===== config.mk =====
export PLATFORM = sky130hd
export DESIGN_NAME = oled_init_seq_flat
export DESIGN_NICKNAME = d
export VERILOG_FILES = /design/src/rtl/oled_init_seq_if.sv /design/src/rtl/oled_init_seq.sv /design/src/flat_wrapper.sv
export SDC_FILE = /design/constraint.sdc
export NUM_CORES = 1
export LEC_CHECK = 0
export ABC_AREA = 1
export CAP_MARGIN = 20
export CORE_MARGIN = 4
export CORE_UTILIZATION = 40
export CTS_CLUSTER_SIZE = 40
export DETAILED_ROUTE_END_ITERATION = 10
export PLACE_DENSITY = 0.66
export REMOVE_ABC_BUFFERS = 1
export SLEW_MARGIN = 20
export SYNTH_ARGS = -nofsm -noshare
export SYNTH_HDL_FRONTEND = slang
export SYNTH_SLANG_ARGS = --single-unit

===== constraint.sdc =====
create_clock -name clk -period 3.35 [get_ports clk]
set_clock_uncertainty 0.2 [all_clocks]
set_input_delay 0.67 -clock clk [delete_from_list [all_inputs] [get_ports clk]]
set_output_delay 0.67 -clock clk [all_outputs]
set_load 0.01 [all_outputs]

===== src/rtl/oled_init_seq_if.sv =====
// Byte handshake between the OLED init sequencer and the SPI byte writer.
// The sequencer drives each byte with its DC flag and is told when the byte has been shifted out.
interface oled_init_seq_if;
    logic       ena_write;
    logic [7:0] data;
    logic       oled_dc;
    logic       write_done;

    modport master (
        output ena_write,
        output data,
        output oled_dc,
        input  write_done
    );

    modport slave (
        input  ena_write,
        input  data,
        input  oled_dc,
        output write_done
    );
endinterface


===== src/rtl/oled_init_seq.sv =====
// SSD1306 bring-up sequencer: pulses the panel reset, streams the init command list,
// then writes every page with a pattern byte, one byte per writer handshake.
module oled_init_seq #(
    parameter int RST_LOW_CYCLES  = 1000,
    parameter int RST_WAIT_CYCLES = 1000,
    parameter int PAGES           = 8,
    parameter int COLS            = 128
) (
    input  logic            clk,
    input  logic            rst,
    input  logic            start,
    input  logic [7:0]      fill,
    oled_init_seq_if.master wr,
    output logic            oled_cs,
    output logic            oled_res,
    output logic            busy,
    output logic            init_done
);

    localparam int CNT_MAX  = (RST_LOW_CYCLES > RST_WAIT_CYCLES) ? RST_LOW_CYCLES : RST_WAIT_CYCLES;
    localparam int CW       = $clog2(CNT_MAX + 1);
    localparam int PW       = (PAGES > 1) ? $clog2(PAGES) : 1;
    localparam int LW       = (COLS > 1) ? $clog2(COLS) : 1;
    localparam int INIT_LEN = 28;

    localparam logic [2:0] S_IDLE     = 3'd0;
    localparam logic [2:0] S_RST_LOW  = 3'd1;
    localparam logic [2:0] S_RST_WAIT = 3'd2;
    localparam logic [2:0] S_LOAD     = 3'd3;
    localparam logic [2:0] S_WAIT     = 3'd4;
    localparam logic [2:0] S_FINISH   = 3'd5;

    localparam logic [1:0] PH_INIT = 2'd0;
    localparam logic [1:0] PH_CMD  = 2'd1;
    localparam logic [1:0] PH_DATA = 2'd2;

    function automatic logic [7:0] init_rom(input logic [4:0] idx);
        case (idx)
            5'd0:  return 8'hAE;  5'd1:  return 8'h00;  5'd2:  return 8'h10;  5'd3:  return 8'h40;
            5'd4:  return 8'h81;  5'd5:  return 8'hCF;  5'd6:  return 8'hA1;  5'd7:  return 8'hC8;
            5'd8:  return 8'hA6;  5'd9:  return 8'hA8;  5'd10: return 8'h3F;  5'd11: return 8'hD3;
            5'd12: return 8'h00;  5'd13: return 8'hD5;  5'd14: return 8'h80;  5'd15: return 8'hD9;
            5'd16: return 8'hF1;  5'd17: return 8'hDA;  5'd18: return 8'h12;  5'd19: return 8'hDB;
            5'd20: return 8'h40;  5'd21: return 8'h20;  5'd22: return 8'h02;  5'd23: return 8'h8D;
            5'd24: return 8'h14;  5'd25: return 8'hA4;  5'd26: return 8'hA6;  5'd27: return 8'hAF;
            default: return 8'h00;
        endcase
    endfunction

    logic [2:0]    state_reg;
    logic [CW-1:0] cyc_reg;
    logic [7:0]    fill_reg;
    logic          cs_reg, res_reg, busy_reg, done_reg;

    logic [1:0]    phase_reg, phase_next;
    logic [4:0]    init_reg, init_next;
    logic [PW-1:0] page_reg, page_next;
    logic [LW-1:0] col_reg, col_next;
    logic [1:0]    sub_reg, sub_next;

    logic          ena_reg, dc_reg, last_reg;
    logic [7:0]    data_reg;

    logic [7:0]    page_b;
    logic [7:0]    cur_byte;
    logic          cur_dc, cur_last;
    logic          start_acc, low_end, wait_end, load_en, finish_en;

    assign start_acc = (state_reg == S_IDLE) && start;
    assign low_end   = (state_reg == S_RST_LOW)  && (cyc_reg == CW'(RST_LOW_CYCLES - 1));
    assign wait_end  = (state_reg == S_RST_WAIT) && (cyc_reg == CW'(RST_WAIT_CYCLES - 1));
    // A byte is loaded either as the very first one or right after the writer finishes the previous one.
    assign load_en   = wait_end || ((state_reg == S_WAIT) && wr.write_done && !last_reg);
    assign finish_en = (state_reg == S_WAIT) && wr.write_done && last_reg;

    assign page_b = 8'(page_reg);

    // Byte selected by the step counters, and the step that follows it.
    always_comb begin
        cur_byte   = 8'h00;
        cur_dc     = 1'b0;
        cur_last   = 1'b0;
        phase_next = phase_reg;
        init_next  = init_reg;
        page_next  = page_reg;
        col_next   = col_reg;
        sub_next   = sub_reg;
        case (phase_reg)
            PH_INIT: begin
                cur_byte = init_rom(init_reg);
                if (init_reg == 5'(INIT_LEN - 1)) begin
                    phase_next = PH_CMD;
                    page_next  = '0;
                    sub_next   = 2'd0;
                end else begin
                    init_next = init_reg + 5'd1;
                end
            end
            PH_CMD: begin
                case (sub_reg)
                    2'd0:    cur_byte = 8'hB0 | (page_b & 8'h07);
                    2'd1:    cur_byte = 8'h00;
                    default: cur_byte = 8'h10;
                endcase
                if (sub_reg == 2'd2) begin
                    phase_next = PH_DATA;
                    col_next   = '0;
                end else begin
                    sub_next = sub_reg + 2'd1;
                end
            end
            PH_DATA: begin
                cur_byte = fill_reg;
                cur_dc   = 1'b1;
                if (col_reg == LW'(COLS - 1)) begin
                    if (page_reg == PW'(PAGES - 1)) begin
                        cur_last = 1'b1;
                    end else begin
                        page_next  = page_reg + PW'(1);
                        sub_next   = 2'd0;
                        phase_next = PH_CMD;
                    end
                end else begin
                    col_next = col_reg + LW'(1);
                end
            end
            default: phase_next = PH_INIT;
        endcase
    end

    always_ff @(posedge clk or posedge rst) begin
        if (rst) begin
            state_reg <= S_IDLE;
            cyc_reg   <= '0;
            fill_reg  <= 8'h00;
            cs_reg    <= 1'b1;
            res_reg   <= 1'b1;
            busy_reg  <= 1'b0;
            done_reg  <= 1'b0;
        end else begin
            case (state_reg)
                S_IDLE: begin
                    if (start) begin
                        fill_reg  <= fill;
                        done_reg  <= 1'b0;
                        busy_reg  <= 1'b1;
                        res_reg   <= 1'b0;
                        cyc_reg   <= '0;
                        state_reg <= S_RST_LOW;
                    end
                end
                S_RST_LOW: begin
                    if (low_end) begin
                        res_reg   <= 1'b1;
                        cyc_reg   <= '0;
                        state_reg <= S_RST_WAIT;
                    end else begin
                        cyc_reg <= cyc_reg + CW'(1);
                    end
                end
                S_RST_WAIT: begin
                    if (wait_end) begin
                        cs_reg    <= 1'b0;
                        state_reg <= S_LOAD;
                    end else begin
                        cyc_reg <= cyc_reg + CW'(1);
                    end
                end
                S_LOAD: state_reg <= S_WAIT;
                S_WAIT: begin
                    if (finish_en) begin
                        cs_reg    <= 1'b1;
                        busy_reg  <= 1'b0;
                        done_reg  <= 1'b1;
                        state_reg <= S_FINISH;
                    end else if (wr.write_done) begin
                        state_reg <= S_LOAD;
                    end
                end
                S_FINISH: state_reg <= S_IDLE;
                default:  state_reg <= S_IDLE;
            endcase
        end
    end

    // Byte/DC registers only move when a byte is loaded, so they stay put while the writer shifts.
    always_ff @(posedge clk or posedge rst) begin
        if (rst) begin
            ena_reg   <= 1'b0;
            data_reg  <= 8'h00;
            dc_reg    <= 1'b0;
            last_reg  <= 1'b0;
            phase_reg <= PH_INIT;
            init_reg  <= '0;
            page_reg  <= '0;
            col_reg   <= '0;
            sub_reg   <= '0;
        end else begin
            ena_reg <= load_en;
            if (start_acc) begin
                last_reg  <= 1'b0;
                phase_reg <= PH_INIT;
                init_reg  <= '0;
                page_reg  <= '0;
                col_reg   <= '0;
                sub_reg   <= '0;
            end else if (load_en) begin
                data_reg  <= cur_byte;
                dc_reg    <= cur_dc;
                last_reg  <= cur_last;
                phase_reg <= phase_next;
                init_reg  <= init_next;
                page_reg  <= page_next;
                col_reg   <= col_next;
                sub_reg   <= sub_next;
            end
        end
    end

    assign wr.ena_write = ena_reg;
    assign wr.data      = data_reg;
    assign wr.oled_dc   = dc_reg;
    assign oled_cs      = cs_reg;
    assign oled_res     = res_reg;
    assign busy         = busy_reg;
    assign init_done    = done_reg;

endmodule


===== src/flat_wrapper.sv =====
// flat-port wrapper written by rule: the top's interface ports become plain ports
module oled_init_seq_flat 
#(
    parameter int RST_LOW_CYCLES  = 1000,
    parameter int RST_WAIT_CYCLES = 1000,
    parameter int PAGES           = 8,
    parameter int COLS            = 128
)
  (clk, rst, start, fill, oled_cs, oled_res, busy, init_done, wr_ena_write, wr_data, wr_oled_dc, wr_write_done);
  oled_init_seq_if wr_i ();
  input  logic clk;
  input  logic rst;
  input  logic start;
  input  logic [7:0] fill;
  output logic oled_cs;
  output logic oled_res;
  output logic busy;
  output logic init_done;
  output wire logic [$bits(wr_i.ena_write)-1:0] wr_ena_write;
  output wire logic [$bits(wr_i.data)-1:0] wr_data;
  output wire logic [$bits(wr_i.oled_dc)-1:0] wr_oled_dc;
  input wire logic [$bits(wr_i.write_done)-1:0] wr_write_done;
  assign wr_ena_write = wr_i.ena_write;
  assign wr_data = wr_i.data;
  assign wr_oled_dc = wr_i.oled_dc;
  assign wr_i.write_done = wr_write_done;
  oled_init_seq #(.RST_LOW_CYCLES(RST_LOW_CYCLES), .RST_WAIT_CYCLES(RST_WAIT_CYCLES), .PAGES(PAGES), .COLS(COLS)) u_core (.clk(clk), .rst(rst), .start(start), .fill(fill), .wr(wr_i), .oled_cs(oled_cs), .oled_res(oled_res), .busy(busy), .init_done(init_done));
endmodule

After elaboration in Yosys (flattened, before gate mapping)
Memory sizes are Yosys's and may differ from the RTL's.
Index checks and enable logic that the tools add are counted.
Word-level totals
  memories kept: 1
  bits in read-only memories: 256
  bits in registers: 55
  logic and storage cells: 137
Memory list
  (no name shown): words 32, width 8, rd ports 1, clocked after Yosys merged registers in 0, wr ports 0, RTL line oled_init_seq.sv:38  | case (idx)
Operators by class
  bitwise gates (word level): 1
  reductions and logical operators: 32
  mux-type cells: 57
  add/sub/neg operators: 5
  eq/ne operators: 25
Operator list (number)
  10-bit two-way mux: 3
  3-bit two-way mux: 10
  10-bit one-hot mux with 3 select lines: 1
  7-bit two-way mux: 4
  2-bit two-way mux: 12
  8-bit one-hot mux with 3 select lines: 1
  5-bit two-way mux: 4
  8-bit one-hot mux with 2 select lines: 1
  3-bit one-hot mux with 5 select lines: 1
  3-bit AND reduction: 5
  7-bit one-hot mux with 2 select lines: 1
  1-bit two-way mux: 12
  3-bit by 2-bit inequality test with 1-bit output, second input constant: 4
  2-bit one-hot mux with 3 select lines: 2
  10-bit by 1-bit adder with 10-bit output, second input constant: 1
  10-bit == test, second input constant: 1
  5-bit AND reduction: 2
  2-bit nonzero test: 5
  3-bit by 1-bit inequality test with 1-bit output, second input constant: 3
  3-bit nonzero test: 3
  2-bit by 1-bit inequality test with 1-bit output, second input constant: 4
  1-bit one-hot mux with 2 select lines: 4
  4-bit AND reduction: 2
  7-bit by 1-bit adder with 7-bit output, second input constant: 1
  21 further kinds: 33

Longest topological paths before layout
  word-level depth: 6
  depth in mapped cells: 11
  mapped depth without buffers: 11

Worst setup path after synthesis
No wires, ideal clock.
  kind: register to register
  start point: register u_core.phase_reg[0]
  end point: register u_core.col_reg[0]
  stages on the path, launching flop included: 10
  data required time: 3.085 ns
  arrival time: 1.499 ns
  library setup time: 0.065 ns
  path slack: 1.586 ns
  cells stage by stage: dfrtp_1 -> inv_1 -> ha_1 -> clkbuf_1 -> nand2_1 -> nor2_1 -> nor2_4 -> nand2_2 -> nand2_1 -> nand2_1
Between the ends
  word-level cells in the longest chain between the ends: 4
Ends and longest elaborated chain
  start, declared: RTL line oled_init_seq.sv:55  | logic [1:0] phase_reg, phase_next;
  start signal, assigned: RTL line oled_init_seq.sv:211  | phase_reg <= phase_next;
  2-bit == test or 2-bit by 1-bit == test with 1-bit output (tied branches): RTL line oled_init_seq.sv:88  | case (phase_reg)
  7-bit one-hot mux with 2 select lines: RTL line oled_init_seq.sv:88
  7-bit two-way mux: RTL line oled_init_seq.sv:207  | end else if (load_en) begin
  7-bit two-way mux: RTL line oled_init_seq.sv:200  | if (start_acc) begin
  end signal, assigned: RTL line oled_init_seq.sv:214  | col_reg <= col_next;
  end, declared: RTL line oled_init_seq.sv:58  | logic [LW-1:0] col_reg, col_next;
Parallel ways exist; a longest one is shown, timed or not. The select of a mux whose other input is x is not followed.
A chain may end at the register's enable or synchronous reset.

Worst setup path after layout
  start point: register u_core.cyc_reg[0]
  end point: register u_core.cyc_reg[8]
Between the ends
  word-level cells in the longest chain between the ends: 4
Ends and longest elaborated chain
  start, declared: RTL line oled_init_seq.sv:51  | logic [CW-1:0] cyc_reg;
  start signal, assigned: RTL line oled_init_seq.sv:158  | cyc_reg <= cyc_reg + CW'(1);
  start signal, assigned: RTL line oled_init_seq.sv:166  | cyc_reg <= cyc_reg + CW'(1);
  branches (longest 4 deep; another with 10-bit by 1-bit adder with 10-bit output)
Parallel ways; which one is timed is not known. The select of a mux whose other input is x is not followed.

==> summary.txt <==
Finish
  – Commonest non-fill, non-tap cell in the layout: nand2_1
  – Max reg flops: 10
  – Area Growth Syn to Fin: 11.3%
  – Antenna Cells: 0
  – Final std cells w/o fill: 658
  – Most frequent cells in the layout: nand2_1, inv_1, dfrtp_1
  – # nets final: 583
  – Layout cell share with drive strength beyond 1: 5.64%
  – Multi-input logic area: 0.00194 sq mm
  – Register area: 0.00138 sq mm
  – Fillcell total: 918

Floorplan
  – Initial core utilization: 41.6%
  – Row count: 34
  – IO Count: 26
  – Die H: 104 um
  – Die footprint: 0.0108 sq mm
  – Die Wd: 104 um
  – Core Area: 0.00881 sq mm

STA
  – FMAX: 437 MHz
  – Setup TNS Final: 0 ns
  – Pins Over Slew Limit: 0
  – Final-report hold violation count: 0
  – Post-route minimum period: 2.29 ns
  – RSZ-0062 raised after global routing: false
  – Slew @ Worst Pin: 0.719 ns
  – Fin crit share: 68.4%
  – Final setup vio count: 0
  – Hold slack: 0.281 ns
  – Slew HR: 52.1%

Power
  – Pleak: 0.00213 uW
  – Peak VDD IR: 0.000200 V
  – Cell Pwr Density: 580 mW/mm^2

Hold path
  – Hold Path Class: flop to flop
  – Worst hold path depth: 2

Place
  – I/O Buffers: 25
  – GPL Wtd Cong: 0.903
  – Placed cell count: 650
  – DPL Wire Length: 6.16 mm

CTS
  – Postcts setup bufs: 0
  – CTS Buf Count: 5
  – Root Driver: clkbuf_8
  – CTS tree: done
  – Post-CTS Resized: 0
  – Hold buffers post-CTS: 0
  – Clock Path Buffers: 2
  – Total clock sinks: 55
  – H-tree lvl count: 2
  – Reg clk slew, reported paths: 0.10 ns
  – Clock latency on the worst-skew pair: 0.32 ns

Worst setup path
  – Crit path top cell by count: nand2_1
  – Crit Path Max Fanout: 11
  – Reg2reg path depth: 10
  – Critical Path Sink Type: flop
  – Cell family with most CP delay: simple AND/OR/NAND/NOR gates
  – Critical path startpoint category: flop
  – CP max-delay cell: dfrtp_1
  – Crit path buffers/inverters: 2
  – WP data required: 3.37 ns
  – Crit path cell chain: ha_1 > nand2_1 > nor2_1 > nand3_2 > nand2_1 > inv_1 > nand2_1 > inv_1 > nand2_1 > nand2_1
  – CP peak stage delay: 0.42 ns
  – Stages on worst setup path: 10
  – Arrival time worst endpoint: 2.31 ns
  – Kind of critical path: flop to flop

Yosys
  – Synthesized area: 0.00367 sq mm
  – Fraction of registers with async set/reset: 100%
  – Post-synth top area share: 36.2%
  – Synth area leaders: dfrtp_1, nand2_1, ha_1
  – Mapped Cells: 529
  – Cell taking the most area after synthesis: dfrtp_1
  – Post-synth EDFFs: 0
  – Register area share after synthesis: 37.6%
  – Seq cells post-synth: 55
  – Yosys warnings: 0
  – Distinct cells, synth: 31
  – Top_reg_cell synth: dfrtp_1
  – Syn_area_per_cell: 6.93 sq um

Run status
  – Result of the run: finished, final reports clean

Detailed routing
  – Initial drt markers: 118
  – Antenna Nets Post-Route: 0
  – DR WL/cell: 12.4 um
  – Drt total wl: 8.19 mm
  – DR pass1 iterations: 5
  – Vias after detailed routing: 3329
  – # DRC: 0
  – DR vias/cell: 5.06

GRT
  – Global-route wire length before repair: 14.4 mm
  – Initial antenna violation count: 0
  – Vias in the first global route: 3147
  – Largest net degree at the start of global routing: 56
  – GRT overflow: 0
  – GRT Overall Usage: 15.8%

Job
  – Max-cap viol count: 0
-- power by group --
part	leakage, uW	total (uW)	internal [uW]	switching, uW
sequential	0.000725	915	811	103
clock	0.0000485	378	150	227
combinational	0.00135	1070	376	696
-- per-layer routing --
metal,GRT usage (%),wire (um)
met3,2.61,292
met2,27.1,4040
met1,20.4,3770
met4,4.56,96
met5,0,0
-- path summary, 6_finish.rpt --
kind                                   startpoint                 end  slack (ns)
worst min-delay path              u_core.oled_res     u_core.oled_res        0.28
worst max-delay path            u_core.cyc_reg[0]   u_core.cyc_reg[8]        1.06
min in group asynchronous                     rst  u_core.init_reg[0]        0.67
max in group asynchronous                     rst   u_core.col_reg[0]        1.80
worst max register to register  u_core.cyc_reg[0]   u_core.cyc_reg[8]        1.06
worst min register to register    u_core.oled_res     u_core.oled_res        0.28
-- cell usage after synthesis, types with 4 or more instances --
| master | n |
|---|---|
| a21oi_1 | 9 |
| nor2_1 | 39 |
| clkbuf_1 | 7 |
| nand4_1 | 14 |
| nand3_1 | 51 |
| o21ai_0 | 24 |
| dfrtp_1 | 53 |
| nand3b_1 | 4 |
| nand2_1 | 191 |
| inv_1 | 68 |
| ha_1 | 22 |
| nand3_2 | 4 |
| nor2_4 | 4 |
| nor3_1 | 4 |
-- tightest hold or removal path, stage by stage (launching register included) --
cell     delay [ns]
dfstp_2        0.38
nand2_1        0.06
nand2_1        0.05
-- through the flow --
stage	worst slack (ns)	util, %	total power [uW]	area (sq um)
finish	1.06	46.3	2360	4080
global route	0.823	46.3	2590	4080
CTS	1.07	46.3	2390	4080
detailed placement	0.766	45.3	2000	3990
global placement	0.812	45.3	1990	3990
floorplan	1.14	-	1660	3590
-- cells by family (layout without fill, tap and decap cells) --
kind of cell               count (synthesis)  count (layout)  share of synthesized area, %
xor gates and xnor gates                   3               3                         0.717
AOI/OAI and AO/OA                         46              46                          6.93
adders and majority gates                 22              22                          7.51
and+or+nand+nor                          318             318                          37.8
DFF                                       55              55                          37.6
buffers and inverters                     85             106                          9.42
-- cell type report --
class	instances	share of cell area, %
well taps	108	3.31
inverters	71	6.53
clock inverters	3	0.552
repair buffers	27	6.50
multi-input cells	389	47.6
flip-flops and latches	55	33.8
clock buffers	5	1.69
No activity file was read; power rests on OpenSTA's default activity.
